**config.mk**
```make
export PLATFORM = sky130hd
export DESIGN_NAME = pool_max2x2
export DESIGN_NICKNAME = d
export VERILOG_FILES = /design/src/rtl/bwn_pkg.sv /design/src/rtl/pool_line_buf.sv /design/src/rtl/pool_max2x2.sv
export SDC_FILE = /design/constraint.sdc
export NUM_CORES = 1
export LEC_CHECK = 0
export BUFFER_PORTS_ARGS = -buffer_cell sky130_fd_sc_hd__buf_2
export CAP_MARGIN = 20
export CORE_AREA = 2 2 186 188
export DETAILED_ROUTE_END_ITERATION = 12
export DIE_AREA = 0 0 188 190
export GPL_TIMING_DRIVEN = 0
export PLACE_DENSITY_LB_ADDON = 0.3
export RECOVER_POWER = 50
export SYNTH_ARGS = -nofsm -noshare
export SYNTH_HDL_FRONTEND = slang
export SYNTH_SLANG_ARGS = --single-unit
```
**constraint.sdc**
```tcl
create_clock -name CLK -period 4.6 [get_ports CLK]
set_input_delay 0.92 -clock CLK [delete_from_list [all_inputs] [get_ports CLK]]
set_output_delay 0.92 -clock CLK [all_outputs]
set_load 0.05 [all_outputs]
```
**src/rtl/bwn_pkg.sv**
```systemverilog
// Shared definitions for the BWN activation/pooling datapath: default word
// length, the data word type, row-parity FSM encoding and a signed max helper.
package bwn_pkg;

    localparam int D_WL_DEFAULT = 24;
    typedef logic signed [D_WL_DEFAULT-1:0] data_t;

    // Wide signed carrier so one smax serves any word length up to 64 bits;
    // callers sign-extend into it and truncate the result back.
    localparam int SMAX_WL = 64;
    typedef logic signed [SMAX_WL-1:0] smax_t;

    // Row parity of the incoming frame; even rows fill the line buffer,
    // odd rows combine with it and emit pooled values.
    typedef enum logic {
        ROW_EVEN = 1'b0,
        ROW_ODD  = 1'b1
    } pool_row_e;

    // Signed two's-complement maximum; ties return a, which is the same value.
    function automatic smax_t smax(input smax_t a, input smax_t b);
        return (a >= b) ? a : b;
    endfunction

endpackage

```
**src/rtl/pool_line_buf.sv**
```systemverilog
// Register-array line buffer: one synchronous write port and one
// combinational read port. Holds the horizontal maxima of an even row.
module pool_line_buf #(
    parameter int DEPTH = 14,
    parameter int WIDTH = 24,
    localparam int AW   = (DEPTH > 1) ? $clog2(DEPTH) : 1
) (
    input  logic             clk_i,
    input  logic             we_i,
    input  logic [AW-1:0]    waddr_i,
    input  logic [WIDTH-1:0] wdata_i,
    input  logic [AW-1:0]    raddr_i,
    output logic [WIDTH-1:0] rdata_o
);

    logic [WIDTH-1:0] mem_q [DEPTH];

    // Write the addressed entry when enabled.
    // NOTE: no reset on the storage array; every entry is written in an even
    // row before the odd row reads it, so reset would only add wiring.
    always_ff @(posedge clk_i) begin
        if (we_i) begin
            mem_q[waddr_i] <= wdata_i;
        end
    end

    assign rdata_o = mem_q[raddr_i];

endmodule

```
**src/rtl/pool_max2x2.sv**
```systemverilog
// Streaming 2x2 / stride-2 max pooling over a row-major IMG_W x IMG_H frame.
// Even rows reduce pixel pairs into a half-width line buffer; odd rows merge
// with it and emit one pooled value per window, one cycle after the last pixel.
module pool_max2x2
    import bwn_pkg::*;
#(
    parameter int D_WL  = D_WL_DEFAULT,   // must not exceed SMAX_WL
    parameter int IMG_W = 28,             // even, >= 2
    parameter int IMG_H = 28              // even, >= 2
) (
    input  logic            CLK,
    input  logic            rst,
    input  logic [D_WL-1:0] in_data,
    input  logic            in_valid,
    output logic [D_WL-1:0] out_data,
    output logic            out_valid,
    output logic            frame_done
);

    localparam int CW    = (IMG_W > 1) ? $clog2(IMG_W) : 1;
    localparam int RW    = (IMG_H > 1) ? $clog2(IMG_H) : 1;
    localparam int LB_D  = IMG_W / 2;
    localparam int AW    = (LB_D > 1) ? $clog2(LB_D) : 1;

    localparam logic [CW-1:0] COL_LAST = CW'(IMG_W - 1);
    localparam logic [RW-1:0] ROW_LAST = RW'(IMG_H - 1);

    // Signed max at this block's word length via the shared wide helper.
    function automatic logic [D_WL-1:0] wmax(input logic [D_WL-1:0] a,
                                             input logic [D_WL-1:0] b);
        smax_t r;
        r = smax(smax_t'($signed(a)), smax_t'($signed(b)));
        return r[D_WL-1:0];
    endfunction

    pool_row_e       state_q, state_d;
    logic [CW-1:0]   col_q, col_d;
    logic [RW-1:0]   row_q, row_d;
    logic [D_WL-1:0] h_q, h_d;
    logic [D_WL-1:0] out_data_q, out_data_d;
    logic            out_valid_q, out_valid_d;
    logic            frame_done_q, frame_done_d;

    logic            col_last;
    logic            frame_last;
    logic            act_capture;   // even row, even col: load h_reg
    logic            act_lb_write;  // even row, odd col: store pair max
    logic            act_lb_merge;  // odd row, even col: h_reg <- max(lb, pixel)
    logic            act_emit;      // odd row, odd col: produce pooled output

    logic [AW-1:0]   lb_addr;
    logic [D_WL-1:0] lb_rdata;

    assign col_last   = (col_q == COL_LAST);
    assign frame_last = col_last && (row_q == ROW_LAST);
    assign lb_addr    = AW'(col_q >> 1);

    pool_line_buf #(
        .DEPTH (LB_D),
        .WIDTH (D_WL)
    ) u_line_buf (
        .clk_i   (CLK),
        .we_i    (act_lb_write),
        .waddr_i (lb_addr),
        .wdata_i (wmax(h_q, in_data)),
        .raddr_i (lb_addr),
        .rdata_o (lb_rdata)
    );

    // Row-parity state and datapath registers; reset wins over in_valid.
    // NOTE: non-blocking assignments for every register so all of them
    // update from the same pre-edge values, independent of statement order.
    always_ff @(posedge CLK) begin
        if (rst) begin
            state_q      <= ROW_EVEN;
            col_q        <= '0;
            row_q        <= '0;
            h_q          <= '0;
            out_data_q   <= '0;
            out_valid_q  <= 1'b0;
            frame_done_q <= 1'b0;
        end else begin
            state_q      <= state_d;
            col_q        <= col_d;
            row_q        <= row_d;
            h_q          <= h_d;
            out_data_q   <= out_data_d;
            out_valid_q  <= out_valid_d;
            frame_done_q <= frame_done_d;
        end
    end

    // Next row parity: flip whenever a valid pixel closes a row.
    always_comb begin
        state_d = state_q;
        if (in_valid && col_last) begin
            state_d = (state_q == ROW_EVEN) ? ROW_ODD : ROW_EVEN;
        end
    end

    // Decode the per-pixel action from row parity and column parity.
    // NOTE: every output gets a default before the case so no path leaves
    // one unassigned, which would otherwise infer a latch.
    always_comb begin
        act_capture  = 1'b0;
        act_lb_write = 1'b0;
        act_lb_merge = 1'b0;
        act_emit     = 1'b0;
        if (in_valid) begin
            unique case (state_q)
                ROW_EVEN: begin
                    act_capture  = ~col_q[0];
                    act_lb_write =  col_q[0];
                end
                ROW_ODD: begin
                    act_lb_merge = ~col_q[0];
                    act_emit     =  col_q[0];
                end
                default: ;
            endcase
        end
    end

    // Counters, horizontal max register and output staging.
    always_comb begin
        col_d        = col_q;
        row_d        = row_q;
        h_d          = h_q;
        out_data_d   = out_data_q;
        out_valid_d  = 1'b0;
        frame_done_d = 1'b0;

        if (in_valid) begin
            col_d = col_last ? '0 : col_q + CW'(1);
            if (col_last) begin
                row_d = (row_q == ROW_LAST) ? '0 : row_q + RW'(1);
            end
        end

        if (act_capture) begin
            h_d = in_data;
        end
        if (act_lb_merge) begin
            h_d = wmax(lb_rdata, in_data);
        end
        if (act_emit) begin
            out_data_d   = wmax(h_q, in_data);
            out_valid_d  = 1'b1;
            frame_done_d = frame_last;
        end
    end

    assign out_data   = out_data_q;
    assign out_valid  = out_valid_q;
    assign frame_done = frame_done_q;

endmodule
```
== Word-level counts from Yosys, hierarchy flattened ==
Memories as Yosys holds them, arrays and structs flattened. A register that Yosys moved wholly into a read port is not among the register bits.
Cells that the tools add are included.
Operators by class
  eq/ne operators: 2
  $lt $le $gt $ge: 2
  div/mod/pow operators: 0
  reduce and logical (&&, ||, !) cells: 5
  shift operators: 0
  bitwise logic cells: 2
  $add $sub $neg: 2
  mux-type cells: 20
  multipliers: 0
Operator list (count)
  two-way mux 24 bit: 4
  greater-or-equal comparator 24 bit: 2
  two-way mux 1 bit: 12
  adder 5 x 1 -> 5 bit, second input constant: 2
  == test 5 bit, second input constant: 2
  two-way mux 5 bit: 2
  two-way mux 4 bit: 2
  logical AND 1 bit: 2
  NOT 1 bit: 2
  AND reduction 2 bit: 1
  nonzero test 2 bit: 1
  OR reduction 2 bit: 1
Word-level totals
  memories: 1
  input bits: 27
  latch bits: 0
  flip-flop bits (word level): 61
  ROM bits: 0
  memory bits (writable): 336
Memory list
  u_line_buf.mem_q: depth 14, width 24, rd ports 1, clocked after Yosys merged registers in 1, wr ports 1, line pool_line_buf.sv:16  | logic [WIDTH-1:0] mem_q [DEPTH];

== Logic depth before layout (Yosys ltp) ==
Gate-level depths: netlist (run 1).
  depth in word-level cells: 5
  depth in mapped cells: 17
  gate-level depth less buffers: 12

== Hierarchy ==
A second synthesis (run 1) with hierarchy kept.
Second synthesis, totals
  cell total of the unflattened synthesis: 1087
  area total of the unflattened synthesis: 17339.1 sq um
Modules (own cells, without submodules)
  pool_line_buf: instances 1, sequential area each 10089.7 sq um, area an instance 12792.3 sq um, cells an instance 558
  pool_max2x2: instances 1, sequential area each 1221.2 sq um, area an instance 4546.9 sq um, cells an instance 529

== Least setup slack after synthesis (run 1) ==
Ideal clock, no wire load.
  kind: register -> register
  start: register with a tool-made name
  end: register h_q[0]
  stages on the path, launching flop included: 15
  data required time: 4.478 ns
  path buffers: 4
  arrival time: 3.599 ns
  path slack: 0.879 ns
  library setup time: 0.122 ns
  cells stage by stage: dfxtp_1 clkbuf_1 clkbuf_1 mux4_2 mux4_2 ha_1 and3_1 nor2b_1 a31oi_1 o221a_1 o21ai_1 and4b_1 buf_2 buf_2 a221o_1
RTL lines
  to (signal assigned): line pool_max2x2.sv:78  | h_q <= '0;
  to (signal assigned): line pool_max2x2.sv:86  | h_q <= h_d;
  to (decl): line pool_max2x2.sv:39  | logic [D_WL-1:0] h_q, h_d;

==> reports/results.ini, run 1 <==
[yosys]
predominant_post_synthesis_flop_cell = sky130_fd_sc_hd__edfxtp_1
synth-adder-area-share_pct = 3.75
yosysSeqAreaShare_pct = 68.2
async_reset_ff_share_pct = 0
synth_area_per_cell_um2 = 17.2
synthesis.area_um2 = 16700
fraction_of_the_mapped_netlist_area_in_compound_gates_pct = 5.48
synth.ff_latch_count = 401
post_synth_xor_area_fraction_pct = 0.157
post_synth_mux_area_share_pct = 14.7
simple_gate_fraction_of_synth_area_pct = 5.46
synth_top_family_by_area = multiplexers
postSynthCellCount = 969
ys_types = 50
synth-edff-count = 336
ys_warn_count = 0
postSynthNetCount = 1046

[floorplan]
die-height_um = 190
core.rowCount = 68
dieArea_um2 = 35700
initial_utilization_pct = 49.2
num_io_pins = 53
core_region_area_um2 = 33900
die_x_um = 188

[routing]
wirelength_met1_um = 16800
wl_met2_um = 18600
topRoutingLayerUsed = met5
drt_pass1_iterations = 5
avgViaCountPerCell = 5.99
totalWireLength_um = 38900
drt_drc_violations_left = 0
detail-route-antenna-nets = 0
routed-wl-met3_um = 2580
routedWlPerCell_um = 24.8
routed-via-count = 9395
dr.first_iter.drc_count = 1031

[sta]
post-route-min-period_ps = 4330
fmax_ghz = 0.231
final_max_slew_viol_count = 107
final_hold_viol_count = 0
final.setup.tns_ps = 0
period_share_pct = 94.2
fin_skew_ps = 20.5
transition_at_the_pin_with_the_smallest_max_transition_slack_ps = 2790
setup_repair_after_global_routing_missed_its_margin = false
slew-limit-headroom_pct = -86.4
setup-violations-final = 0
hold-worst-slack_ps = 515

[critical_path]
cp_data_required_time_ps = 5070
worstRegToRegCells = 15
timing.critical_path.fanout_max = 10
critical_path.max_stage_delay_ps = 540
timing.critical_path.from_type = register
crit_chain = buf_6 -> buf_12 -> buf_8 -> buf_6 -> mux2_2 -> mux4_2 -> ha_1 -> and3_1 -> nor2b_1 -> a31oi_1 -> o221a_1 -> o21ai_1 -> a21oi_1 -> buf_2 -> a221o_1
timing.setup.critical_path_class = register to register
timing.critical_path.to_type = register
arrival_time_at_the_worst_endpoint_ps = 4800
worst_path_max_delay_cell = sky130_fd_sc_hd__mux4_2
critPathMostFrequentCell = sky130_fd_sc_hd__buf_6

[cts]
cts_tree = done
ctsRootBufferMaster = sky130_fd_sc_hd__clkbuf_16
postCtsHoldBufs = 0
htree_levels = 2
cts.clk_slew.worst_paths_ps = 60
number_of_clock_buffers_inserted_by_tritoncts = 42
cts_max_path_buffers = 3
clkSinkCount = 401
insertion_delay_ps = 530
total_setup_buffers_inserted_after_cts = 0

[global_routing]
grtUsageTotal_pct = 22.2
largest_net_degree_at_the_start_of_global_routing = 25
first_global_vias = 9463
antenna_found_initial = 2
grt_pass1_wl_um = 58300
grt_remaining_overflow = 0

[place]
place.detailed.hpwl_um = 26900
placement.io_buffers = 51
placement.cell_area_um2 = 17900
place.gp.congestion = 0.918

[pwr]
max-vdd-ir-drop_v = 0.000365
leakage_nw = 6.34
power_density_cells_nw_per_um2 = 421

[final_layout]
nets = 1157
layout_overhead_on_the_synthesized_area_pct = 13.5
post_route_cells_drive_above_1_share_pct = 20.1
finish.utilization_pct = 55.8
stdcell_area_um2 = 19000

[run_status]
failed_checks = max-capacitance violations, max-slew violations
run_status = finished, violations left

[worst_hold_path]
hold-path-cell-count = 1
hold_path_class = register to register

[run]
drv_cap = 8

==> synthesized netlist by cell type, types with 2 or more instances <==
cell                         n  share of area (%)
sky130_fd_sc_hd__edfxtp_1  336                 60
sky130_fd_sc_hd__mux4_2     95                 13
sky130_fd_sc_hd__dfxtp_1    65                7.8
sky130_fd_sc_hd__nor2_1     51                1.1
sky130_fd_sc_hd__ha_1       50                3.7
sky130_fd_sc_hd__nand2_1    38               0.85
sky130_fd_sc_hd__nand3_1    32               0.96
sky130_fd_sc_hd__o21ai_1    27               0.81
sky130_fd_sc_hd__a311oi_1   25                1.3
sky130_fd_sc_hd__clkbuf_1   25               0.56
sky130_fd_sc_hd__inv_1      25               0.56
sky130_fd_sc_hd__a221o_1    24                1.4
sky130_fd_sc_hd__and2_1     24               0.90
sky130_fd_sc_hd__a21oi_1    22               0.66
sky130_fd_sc_hd__buf_2      16               0.48
sky130_fd_sc_hd__mux2_1     12               0.81
sky130_fd_sc_hd__mux2_2     12               0.81
sky130_fd_sc_hd__nand4_1    11               0.41
sky130_fd_sc_hd__nor3_1      9               0.27
sky130_fd_sc_hd__a21o_1      7               0.31
sky130_fd_sc_hd__buf_1       7               0.16
sky130_fd_sc_hd__nor2b_1     6               0.22
sky130_fd_sc_hd__mux2i_1     4               0.24
sky130_fd_sc_hd__nor3b_1     4               0.18
sky130_fd_sc_hd__o21a_1      4               0.18
sky130_fd_sc_hd__and3_1      3               0.11
sky130_fd_sc_hd__buf_6       3               0.20
sky130_fd_sc_hd__nand2b_1    3               0.11
sky130_fd_sc_hd__o211ai_1    3               0.13
sky130_fd_sc_hd__o21ai_0     3              0.090
sky130_fd_sc_hd__a211oi_1    2              0.090
sky130_fd_sc_hd__buf_12      2               0.24
sky130_fd_sc_hd__xnor2_1     2               0.10
==> layout by cell type, fill, tap and decap left out, types with 3 or more instances in the layout <==
cell | synthesis | layout
sky130_fd_sc_hd__a21oi_1 | 22 | 22
sky130_fd_sc_hd__nand2_1 | 38 | 38
sky130_fd_sc_hd__nand4_1 | 11 | 11
sky130_fd_sc_hd__mux2_2 | 12 | 12
sky130_fd_sc_hd__nor2_1 | 51 | 50
sky130_fd_sc_hd__clkbuf_2 | 0 | 7
sky130_fd_sc_hd__nor3b_1 | 4 | 4
sky130_fd_sc_hd__nor2b_1 | 6 | 6
sky130_fd_sc_hd__mux4_2 | 95 | 95
sky130_fd_sc_hd__a311oi_1 | 25 | 25
sky130_fd_sc_hd__nor3_1 | 9 | 10
sky130_fd_sc_hd__nand3_1 | 32 | 32
sky130_fd_sc_hd__mux2_1 | 12 | 12
sky130_fd_sc_hd__o21ai_1 | 27 | 25
sky130_fd_sc_hd__o21ai_0 | 3 | 5
sky130_fd_sc_hd__ha_1 | 50 | 50
sky130_fd_sc_hd__dfxtp_1 | 65 | 64
sky130_fd_sc_hd__nand2b_1 | 3 | 3
sky130_fd_sc_hd__clkbuf_8 | 0 | 4
sky130_fd_sc_hd__and2_1 | 24 | 24
sky130_fd_sc_hd__clkbuf_1 | 25 | 77
sky130_fd_sc_hd__and3_1 | 3 | 3
sky130_fd_sc_hd__mux2i_1 | 4 | 4
sky130_fd_sc_hd__clkinv_2 | 0 | 5
sky130_fd_sc_hd__o211ai_1 | 3 | 3
sky130_fd_sc_hd__buf_6 | 3 | 3
sky130_fd_sc_hd__clkbuf_4 | 0 | 5
sky130_fd_sc_hd__clkbuf_16 | 0 | 45
sky130_fd_sc_hd__inv_1 | 25 | 25
sky130_fd_sc_hd__o21a_1 | 4 | 4
sky130_fd_sc_hd__a21o_1 | 7 | 7
sky130_fd_sc_hd__a221o_1 | 24 | 24
sky130_fd_sc_hd__edfxtp_1 | 336 | 336
sky130_fd_sc_hd__buf_2 | 16 | 35
sky130_fd_sc_hd__buf_1 | 7 | 4
==> through the flow <==
stage          cells  total power (W)  worst slack (ps)
5_1_grt         1567          0.00822              32.6
6_report        1568          0.00798               267
2_1_floorplan    969          0.00455               879
4_1_cts         1566          0.00803              70.3
3_3_place_gp    1475          0.00473             -1030
3_5_place_dp    1491          0.00475              -179
==> repair_timing <==
action | CTS | global route
gates resized for setup | 8 | 7
endpoints found under the setup margin | 21 | 21
hold endpoints to repair | 0 | 0
==> sequential cells by signal (all words and copies together), names as in the netlist, named ones only <==
register / cells
col_q: 5
state_q: 1
frame_done: 1
out_data: 24
row_q: 5
h_q: 24
u_line_buf.mem_q: 336
out_valid: 1
==> worst paths after layout <==
kind                          from  slack [ps]                    end
max                       register         270    h_q[3]$_SDFFE_PP0P_
min          row_q[3]$_SDFFE_PP0P_         510  row_q[3]$_SDFFE_PP0P_
max reg2reg               register         270    h_q[3]$_SDFFE_PP0P_
min reg2reg  row_q[3]$_SDFFE_PP0P_         510  row_q[3]$_SDFFE_PP0P_
==> cell families (layout without fill, tap and decap cells) <==
kind of cell | count (synthesis) | count (layout)
other cells | 0 | 1
fa+ha+maj | 50 | 50
buf+inv | 79 | 222
simple gates | 187 | 187
compound gates | 126 | 126
xor+xnor | 3 | 3
mux | 123 | 123
flops | 401 | 401
==> final cells by class <==
class	instances	area, um^2
plain buffers	53	310
fillers	2641	15000
flip-flops and latches	401	11400
inverters	25	93.8
clock buffers	64	1240
multi-input cells	489	4930
diodes	1	2.50
repair buffers	68	297
clock inverters	12	116
well taps	455	569
==> critical path, delay by kind of cell, from the launching register on <==
kind	cells	cell delay, ps
and+or+nand+nor	2	370
DFF	1	340
buffers and inverters	5	1030
muxes	2	880
AOI/OAI and AO/OA	5	1290
adders and majority gates	1	320
==> layer usage <==
layer  track usage (%)  vias to the layer above
met2              35.7                      348
met5                 0                        -
met3              3.74                       57
li1                  -                     4141
met1              31.8                     4847
met4              5.97                        2
==> where the power goes <==
group	internal, W	leakage [nW]	total, W	switching (W)
Combinational	0.000225	2.09	0.000599	0.000373
Clock	0.00197	0.660	0.00331	0.00134
Sequential	0.00405	3.59	0.00407	0.0000190
No activity file was read; power rests on OpenSTA's default activity.
==> inputs of run 2 (changes only) <==
--- a/config.mk
+++ b/config.mk
@@ -11,8 +11,9 @@
 export DETAILED_ROUTE_END_ITERATION = 12
 export DIE_AREA = 0 0 188 190
 export GPL_TIMING_DRIVEN = 0
-export PLACE_DENSITY_LB_ADDON = 0.3
+export PLACE_DENSITY = 0.69
 export RECOVER_POWER = 50
+export REMOVE_ABC_BUFFERS = 1
 export SYNTH_ARGS = -nofsm -noshare
 export SYNTH_HDL_FRONTEND = slang
 export SYNTH_SLANG_ARGS = --single-unit
==> reports/results.ini, run 2 (same netlist as run 1, synthesis figures left out) <==
[pwr]
max-vdd-ir-drop_v = 0.000294  ; -19%
leakage_nw = 6.35  ; +0.19%
power_density_cells_nw_per_um2 = 432  ; +2.5%
finalPower_w = 0.00825  ; +3.4%

[floorplan]
die-height_um = 190  ; unchanged
die_x_um = 188  ; unchanged
num_io_pins = 53  ; unchanged
dieArea_um2 = 35700  ; unchanged
core_region_area_um2 = 33900  ; unchanged
core.rowCount = 68  ; unchanged
initial_utilization_pct = 49.2  ; unchanged

[critical_path]
arrival_time_at_the_worst_endpoint_ps = 4830  ; +30 ps
timing.critical_path.fanout_max = 41  ; +31
timing.setup.critical_path_class = register to register
cp_data_required_time_ps = 5020  ; -50 ps
timing.critical_path.to_type = register
timing.critical_path.from_type = register

[routing]
drt_pass1_iterations = 5  ; unchanged
dr.first_iter.drc_count = 1013  ; -1.7%
totalWireLength_um = 40100  ; +3.0%
drt_drc_violations_left = 0  ; unchanged
avgViaCountPerCell = 6.09  ; +1.6%
routedWlPerCell_um = 26.1  ; +5.2%
detail-route-antenna-nets = 0  ; unchanged
routed-via-count = 9348  ; -0.50%

[sta]
setup_repair_after_global_routing_missed_its_margin = false
final_hold_viol_count = 0  ; unchanged
setup-violations-final = 0  ; unchanged
final_max_slew_viol_count = 109  ; +1.9%
period_share_pct = 95.8  ; +1.6 points
final.setup.tns_ps = 0  ; unchanged
slew-limit-headroom_pct = -19.6  ; +67 points
post-route-min-period_ps = 4410  ; +75.3 ps
fmax_ghz = 0.227  ; -1.7%
fin_skew_ps = 21.5  ; +0.976 ps
transition_at_the_pin_with_the_smallest_max_transition_slack_ps = 1790  ; -998 ps

[cts]
htree_levels = 2  ; unchanged
postCtsHoldBufs = 0  ; unchanged
insertion_delay_ps = 540  ; about the same
cts_max_path_buffers = 3  ; unchanged
ctsRootBufferMaster = sky130_fd_sc_hd__clkbuf_16
cts.clk_slew.worst_paths_ps = 60  ; about the same
clkSinkCount = 401  ; unchanged
cts_tree = done
number_of_clock_buffers_inserted_by_tritoncts = 42  ; unchanged

[global_routing]
antenna_found_initial = 0  ; -2
grt_remaining_overflow = 0  ; unchanged
largest_net_degree_at_the_start_of_global_routing = 42  ; +68%
grt_pass1_wl_um = 59500  ; +2.2%
first_global_vias = 9417  ; -0.49%
grtUsageTotal_pct = 22.7  ; +0.48 points

[worst_hold_path]
hold_path_class = register to register

[final_layout]
post_layout_nonfiller_instances = 1536  ; -2.0%
insertedDiodeCount = 0  ; -1
fillCellCount = 2553  ; -3.3%
largest_register = u_line_buf.mem_q
largest_reg_flops = 336  ; unchanged
layout_overhead_on_the_synthesized_area_pct = 14.4
layout_common_cells = 336 x sky130_fd_sc_hd__edfxtp_1, 95 x sky130_fd_sc_hd__mux4_2, 61 x sky130_fd_sc_hd__dfxtp_1, 54 x sky130_fd_sc_hd__clkbuf_1
nets = 1124  ; -2.9%
multi_input_area_um2 = 4970  ; +0.71%
post_route_cells_drive_above_1_share_pct = 21.3  ; +1.2 points
sequential_cell_area_um2 = 11400  ; about the same
most_frequent_standard_cell_in_the_layout_excluding_fill_and_tap_cells = sky130_fd_sc_hd__edfxtp_1

[run_status]
failed_checks = max-capacitance violations, max-slew violations
run_status = finished, violations left

[run]
drv_cap = 8  ; unchanged

[place]
placement.io_buffers = 52  ; +2.0%
placedCellCount = 1456  ; -2.3%
place.gp.congestion = 0.817  ; -11%
place.detailed.hpwl_um = 25300  ; -6.2%

==> run 2: cell types whose count changed in the layout (fill, tap and decap cells not counted), moves of 4 or more <==
cell	before	now
sky130_fd_sc_hd__clkbuf_1	77	54
sky130_fd_sc_hd__buf_2	35	25
sky130_fd_sc_hd__buf_16	0	7
sky130_fd_sc_hd__clkbuf_2	7	0
sky130_fd_sc_hd__clkbuf_4	5	0
sky130_fd_sc_hd__inv_6	0	5
sky130_fd_sc_hd__buf_1	4	0
sky130_fd_sc_hd__bufinv_16	2	6
==> run 2: layer usage <==
metal	wire, um	global-route usage, %	vias to the layer above
met5	0	0	-
met4	884	6.81	0
met3	2740	3.43	66
met2	19500	37.0	347
met1	16900	32.0	4862
li1	-	-	4073
==> run 2: metrics by stage <==
| stage | utilization (%) | setup WS, ps | hold slack [ps] | area [um^2] |
|---|---|---|---|---|
| 2_1_floorplan | - | -2540 | 465 | 16400 |
| 3_3_place_gp | 50.8 | -5610 | 485 | 17200 |
| 3_5_place_dp | 53.1 | -423 | 488 | 18000 |
| 4_1_cts | 57.5 | 121 | 496 | 19500 |
| 5_1_grt | 56.3 | 31.8 | 519 | 19100 |
| 6_report | 56.3 | 192 | 499 | 19100 |
==> run 2: final timing paths <==
kind	from	endpoint	slack, ps	cells past startpoint
max	register	h_q[8]$_SDFFE_PP0P_	190	13
min	out_data[12]$_SDFFE_PP0P_	out_data[12]$_SDFFE_PP0P_	500	2
max reg2reg	register	h_q[8]$_SDFFE_PP0P_	190	13
min reg2reg	out_data[12]$_SDFFE_PP0P_	out_data[12]$_SDFFE_PP0P_	500	2
==> run 2: report_power, final <==
part,switching (W),leakage [nW],internal [W]
sequential,0.0000236,3.59,0.00405
clock,0.00145,0.712,0.00212
combinational,0.000371,2.05,0.000234
total,0.00184,6.35,0.00641
==> run 2: area by class of cell <==
type                    count  area share [%]
flip-flops and latches    401            59.6
repair buffers             88            3.21
clock buffers              52            5.96
clock inverters            26            1.74
inverters                  25           0.491
multi-input cells         489            26.0
well taps                 455            2.98
==> run 2: worst max-delay path, stage by stage (launching register included) <==
cell,delay (ps)
sky130_fd_sc_hd__dfxtp_4,370
sky130_fd_sc_hd__buf_16,230
sky130_fd_sc_hd__buf_16,290
sky130_fd_sc_hd__mux4_2,560
sky130_fd_sc_hd__mux4_2,520
sky130_fd_sc_hd__ha_1,310
sky130_fd_sc_hd__o21ai_0,80
sky130_fd_sc_hd__o21bai_1,320
sky130_fd_sc_hd__a31oi_2,200
sky130_fd_sc_hd__o221a_1,290
sky130_fd_sc_hd__o21ai_2,240
sky130_fd_sc_hd__a21oi_4,180
sky130_fd_sc_hd__buf_16,250
sky130_fd_sc_hd__a221o_1,360
==> run 2: repair_timing <==
action                                 4_1_cts  5_1_grt
gates resized for setup                      1        5
setup endpoints to repair                   24       13
pin swaps                                    0        0
gates cloned                                 0        0
endpoints found under the hold margin        0        0
buffers inserted                             2        0
==> inputs of run 3 (changes only) <==
--- a/config.mk
+++ b/config.mk
@@ -5,11 +5,12 @@
 export SDC_FILE = /design/constraint.sdc
 export NUM_CORES = 1
 export LEC_CHECK = 0
+export ABC_AREA = 1
 export BUFFER_PORTS_ARGS = -buffer_cell sky130_fd_sc_hd__buf_2
 export CAP_MARGIN = 20
-export CORE_AREA = 2 2 186 188
+export CORE_AREA = 2 2 191 193
 export DETAILED_ROUTE_END_ITERATION = 12
-export DIE_AREA = 0 0 188 190
+export DIE_AREA = 0 0 193 195
 export GPL_TIMING_DRIVEN = 0
 export PLACE_DENSITY = 0.69
 export RECOVER_POWER = 50
==> reports/results.ini, run 3 <==
[run_status]
run_status = finished, violations left
failed_checks = max-capacitance violations, max-slew violations

[yosys]
synth_top_cell_by_area = sky130_fd_sc_hd__edfxtp_1
postSynthCellCount = 1639  ; +69%
synth_common_cells = 336 x sky130_fd_sc_hd__edfxtp_1, 246 x sky130_fd_sc_hd__nor2_1, 234 x sky130_fd_sc_hd__nand2_1
synth_area_per_cell_um2 = 10.8  ; -38%
yosysTopAreaCellShare_pct = 57.2  ; -3.2 points
predominant_post_synthesis_flop_cell = sky130_fd_sc_hd__edfxtp_1
synthTopCellsByArea = sky130_fd_sc_hd__edfxtp_1 57%, sky130_fd_sc_hd__dfxtp_1 7.4%, sky130_fd_sc_hd__nor2_1 5.2%
yosysSeqAreaShare_pct = 64.6  ; -3.6 points
synth-edff-count = 336  ; unchanged
ys_types = 40  ; -20%
synthesis.area_um2 = 17600  ; +5.6%
ys_warn_count = 0  ; unchanged
synthMostInstantiatedCell = sky130_fd_sc_hd__edfxtp_1
synth.ff_latch_count = 401  ; unchanged
async_reset_ff_share_pct = 0  ; unchanged

[worst_hold_path]
worstHoldStart = col_q[0]$_SDFFE_PP0P_
min_to = col_q[0]$_SDFFE_PP0P_
hold-path-cell-count = 2  ; unchanged
hold_path_class = register to register

[floorplan]
die-height_um = 195  ; +2.6%
die_x_um = 193  ; +2.7%
num_io_pins = 53  ; unchanged
initial_utilization_pct = 49.8  ; +0.61 points
dieArea_um2 = 37600  ; +5.4%
core.rowCount = 69  ; +1.5%
core_region_area_um2 = 35400  ; +4.3%

[sta]
slew-limit-headroom_pct = -44.5  ; -25 points
setup_repair_after_global_routing_missed_its_margin = false
period_share_pct = 94.8  ; -1.0 points
post-route-min-period_ps = 4360  ; -47.8 ps
fin_skew_ps = 19.9  ; -1.57 ps
transition_at_the_pin_with_the_smallest_max_transition_slack_ps = 2160  ; +373 ps
fmax_ghz = 0.229  ; +1.1%
setup_slack_ps = 240  ; +47.8 ps
final_hold_viol_count = 0  ; unchanged
final.setup.tns_ps = 0  ; unchanged
final_max_slew_viol_count = 146  ; +34%
setup-violations-final = 0  ; unchanged

[place]
place.detailed.hpwl_um = 27500  ; +9.0%
placement.io_buffers = 52  ; unchanged
placedCellCount = 2083  ; +43%
dp_worst_setup_slack_ps = -282  ; +141 ps
place.gp.congestion = 0.847  ; +3.6%

[global_routing]
grtUsageTotal_pct = 25.7  ; +3.0 points
first_global_vias = 12480  ; +33%
largest_net_degree_at_the_start_of_global_routing = 117  ; +180%
grt_pass1_wl_um = 72300  ; +21%
grt_remaining_overflow = 0  ; unchanged
antenna_found_initial = 0  ; unchanged

[cts]
insertion_delay_ps = 540  ; about the same
cts_max_path_buffers = 3  ; unchanged
cts_tree = done
ctsRootBufferMaster = sky130_fd_sc_hd__clkbuf_16
clkSinkCount = 401  ; unchanged
cts.clk_slew.worst_paths_ps = 60  ; about the same
postCtsHoldBufs = 0  ; unchanged
number_of_clock_buffers_inserted_by_tritoncts = 44  ; +4.8%
htree_levels = 2  ; unchanged

[routing]
drt_pass1_iterations = 5  ; unchanged
totalWireLength_um = 49100  ; +22%
drt_drc_violations_left = 0  ; unchanged
avgViaCountPerCell = 6.00  ; -1.5%
routed-via-count = 13014  ; +39%
routedWlPerCell_um = 22.6  ; -13%
detail-route-antenna-nets = 0  ; unchanged
dr.first_iter.drc_count = 1487  ; +47%

[critical_path]
rr_endpoint = h_q[15]$_SDFFE_PP0P_
ff2ff_setup_slack_ps = 240  ; +50 ps
timing.critical_path.from_type = register
cp_data_required_time_ps = 5040  ; +20 ps
timing.setup.critical_path_class = register to register
timing.critical_path.fanout_max = 60  ; +46%
arrival_time_at_the_worst_endpoint_ps = 4800  ; -30 ps
timing.critical_path.to_type = register
worstRegToRegCells = 19  ; +6

[final_layout]
layout_overhead_on_the_synthesized_area_pct = 12.3
post_route_cells_drive_above_1_share_pct = 7.90  ; -13 points
finish.utilization_pct = 55.9  ; -0.36 points
most_frequent_standard_cell_in_the_layout_excluding_fill_and_tap_cells = sky130_fd_sc_hd__edfxtp_1
nets = 1752  ; +56%
insertedDiodeCount = 0  ; unchanged
largest_reg_flops = 336  ; unchanged
largest_register = u_line_buf.mem_q
layout_common_cells = 336 x sky130_fd_sc_hd__edfxtp_1, 247 x sky130_fd_sc_hd__nor2_1, 234 x sky130_fd_sc_hd__nand2_1, 180 x sky130_fd_sc_hd__o21ai_0, 97 x sky130_fd_sc_hd__inv_1
post_layout_nonfiller_instances = 2170  ; +41%
fillCellCount = 3006  ; +18%

[pwr]
power_density_cells_nw_per_um2 = 413  ; -4.4%
clockPowerShare_pct = 41.2  ; -2.1 points
leakage_nw = 7.46  ; +17%
proportion_of_power_drawn_by_flip_flops_and_latches_pct = 49.9  ; +0.5 points
power.combinational.fraction_pct = 8.9  ; +1.6 points
p_switching_w = 0.00195  ; +5.6%
switching_fraction_of_total_power_pct = 23.8  ; +1.5 points
power_report.internal_total_w = 0.00623  ; -2.8%
max-vdd-ir-drop_v = 0.000324  ; +10%

[run]
drv_cap = 8  ; unchanged

==> run 3: cell count changes in the layout (fill, tap and decap cells not counted), sizes merged, moves of 33 or more <==
cell	before	now
nor2	51	249
nand2	38	248
o221ai	1	38
mux4	95	0
o22ai	0	34
inv	30	99
nand3	32	91
o21ai	30	194
a21oi	22	55
==> run 3: how the worst max path moves through the flow <==
stage,cells past startpoint,to
after floorplan,18,h_q[14]$_SDFFE_PP0P_
after global placement,18,h_q[15]$_SDFFE_PP0P_
after detailed placement,22,h_q[15]$_SDFFE_PP0P_
after CTS,20,h_q[5]$_SDFFE_PP0P_
after global routing,23,h_q[15]$_SDFFE_PP0P_
final,19,h_q[15]$_SDFFE_PP0P_
==> run 3: stage by stage <==
step	hold WS, ps	total power [W]	instance area (um^2)
floorplan	477	0.00458	17200
global placement	497	0.00478	18000
detailed placement	504	0.00482	18700
CTS	513	0.00816	20100
global route	551	0.00843	19800
finish	503	0.00818	19800
==> run 3: power groups by stage <==
stage          logic, W  clock network [W]  registers, W
2_1_floorplan  0.000420                  0       0.00416
3_3_place_gp   0.000601                  0       0.00418
3_5_place_dp   0.000653                  0       0.00416
4_1_cts        0.000682            0.00340       0.00408
5_1_grt        0.000797            0.00355       0.00408
6_report       0.000724            0.00337       0.00408
==> run 3: layout make-up <==
| class | instances | area [um^2] | share of cell area, % |
|---|---|---|---|
| Sequential cell | 401 | 11400 | 57.6 |
| Multi-Input combinational cell | 1041 | 5430 | 27.4 |
| Clock buffer | 57 | 1220 | 6.17 |
| Timing Repair Buffer | 86 | 621 | 3.13 |
| Tap cell | 461 | 577 | 2.91 |
| Inverter | 101 | 397 | 2.00 |
| Clock inverter | 23 | 164 | 0.828 |
==> run 3: worst max-delay path: stages, from the launching register on <==
cell	delay, ps
sky130_fd_sc_hd__dfxtp_4	610
sky130_fd_sc_hd__buf_16	270
sky130_fd_sc_hd__inv_6	210
sky130_fd_sc_hd__clkbuf_16	320
sky130_fd_sc_hd__o21ai_0	210
sky130_fd_sc_hd__o22ai_1	110
sky130_fd_sc_hd__o211ai_1	180
sky130_fd_sc_hd__nand2_1	130
sky130_fd_sc_hd__ha_1	320
sky130_fd_sc_hd__nand2_1	50
sky130_fd_sc_hd__nor2_1	250
sky130_fd_sc_hd__nand2_2	100
sky130_fd_sc_hd__nor3_2	170
sky130_fd_sc_hd__nand4_1	270
sky130_fd_sc_hd__nand3_4	400
sky130_fd_sc_hd__nand2_8	200
sky130_fd_sc_hd__nand2_1	140
sky130_fd_sc_hd__nand3_1	70
sky130_fd_sc_hd__nand2_1	60
sky130_fd_sc_hd__inv_1	50
==> run 3: kinds of logic (layout without fill, tap and decap cells) <==
logic type      after synthesis  count (layout)  synth area share, %
simple gates                625             626                 15.0
flops                       401             401                 64.6
compound gates              362             362                 11.9
buf+inv                     198             267                 4.78
fa+ha+maj                    50              50                 3.55
xor+xnor                      3               3                0.149
==> run 3: repair_timing <==
| action | 4_1_cts | 5_1_grt |
|---|---|---|
| gates resized for setup | 3 | 3 |
| setup buffers | 2 | 1 |
| pin swaps | 0 | 0 |
| gates cloned | 1 | 2 |
| endpoints found under the setup margin | 24 | 24 |
==> run 3: routing by layer <==
| layer | vias to the layer above | routed length, um | share of wire [%] | track usage, % |
|---|---|---|---|---|
| met5 | - | 0 | 0 | 0 |
| met4 | 0 | 1960 | 4.0 | 10.8 |
| met3 | 141 | 4480 | 9.1 | 4.26 |
| met2 | 705 | 23900 | 49 | 42.9 |
| met1 | 6268 | 18800 | 38 | 33.3 |
| li1 | 5900 | - | - | - |
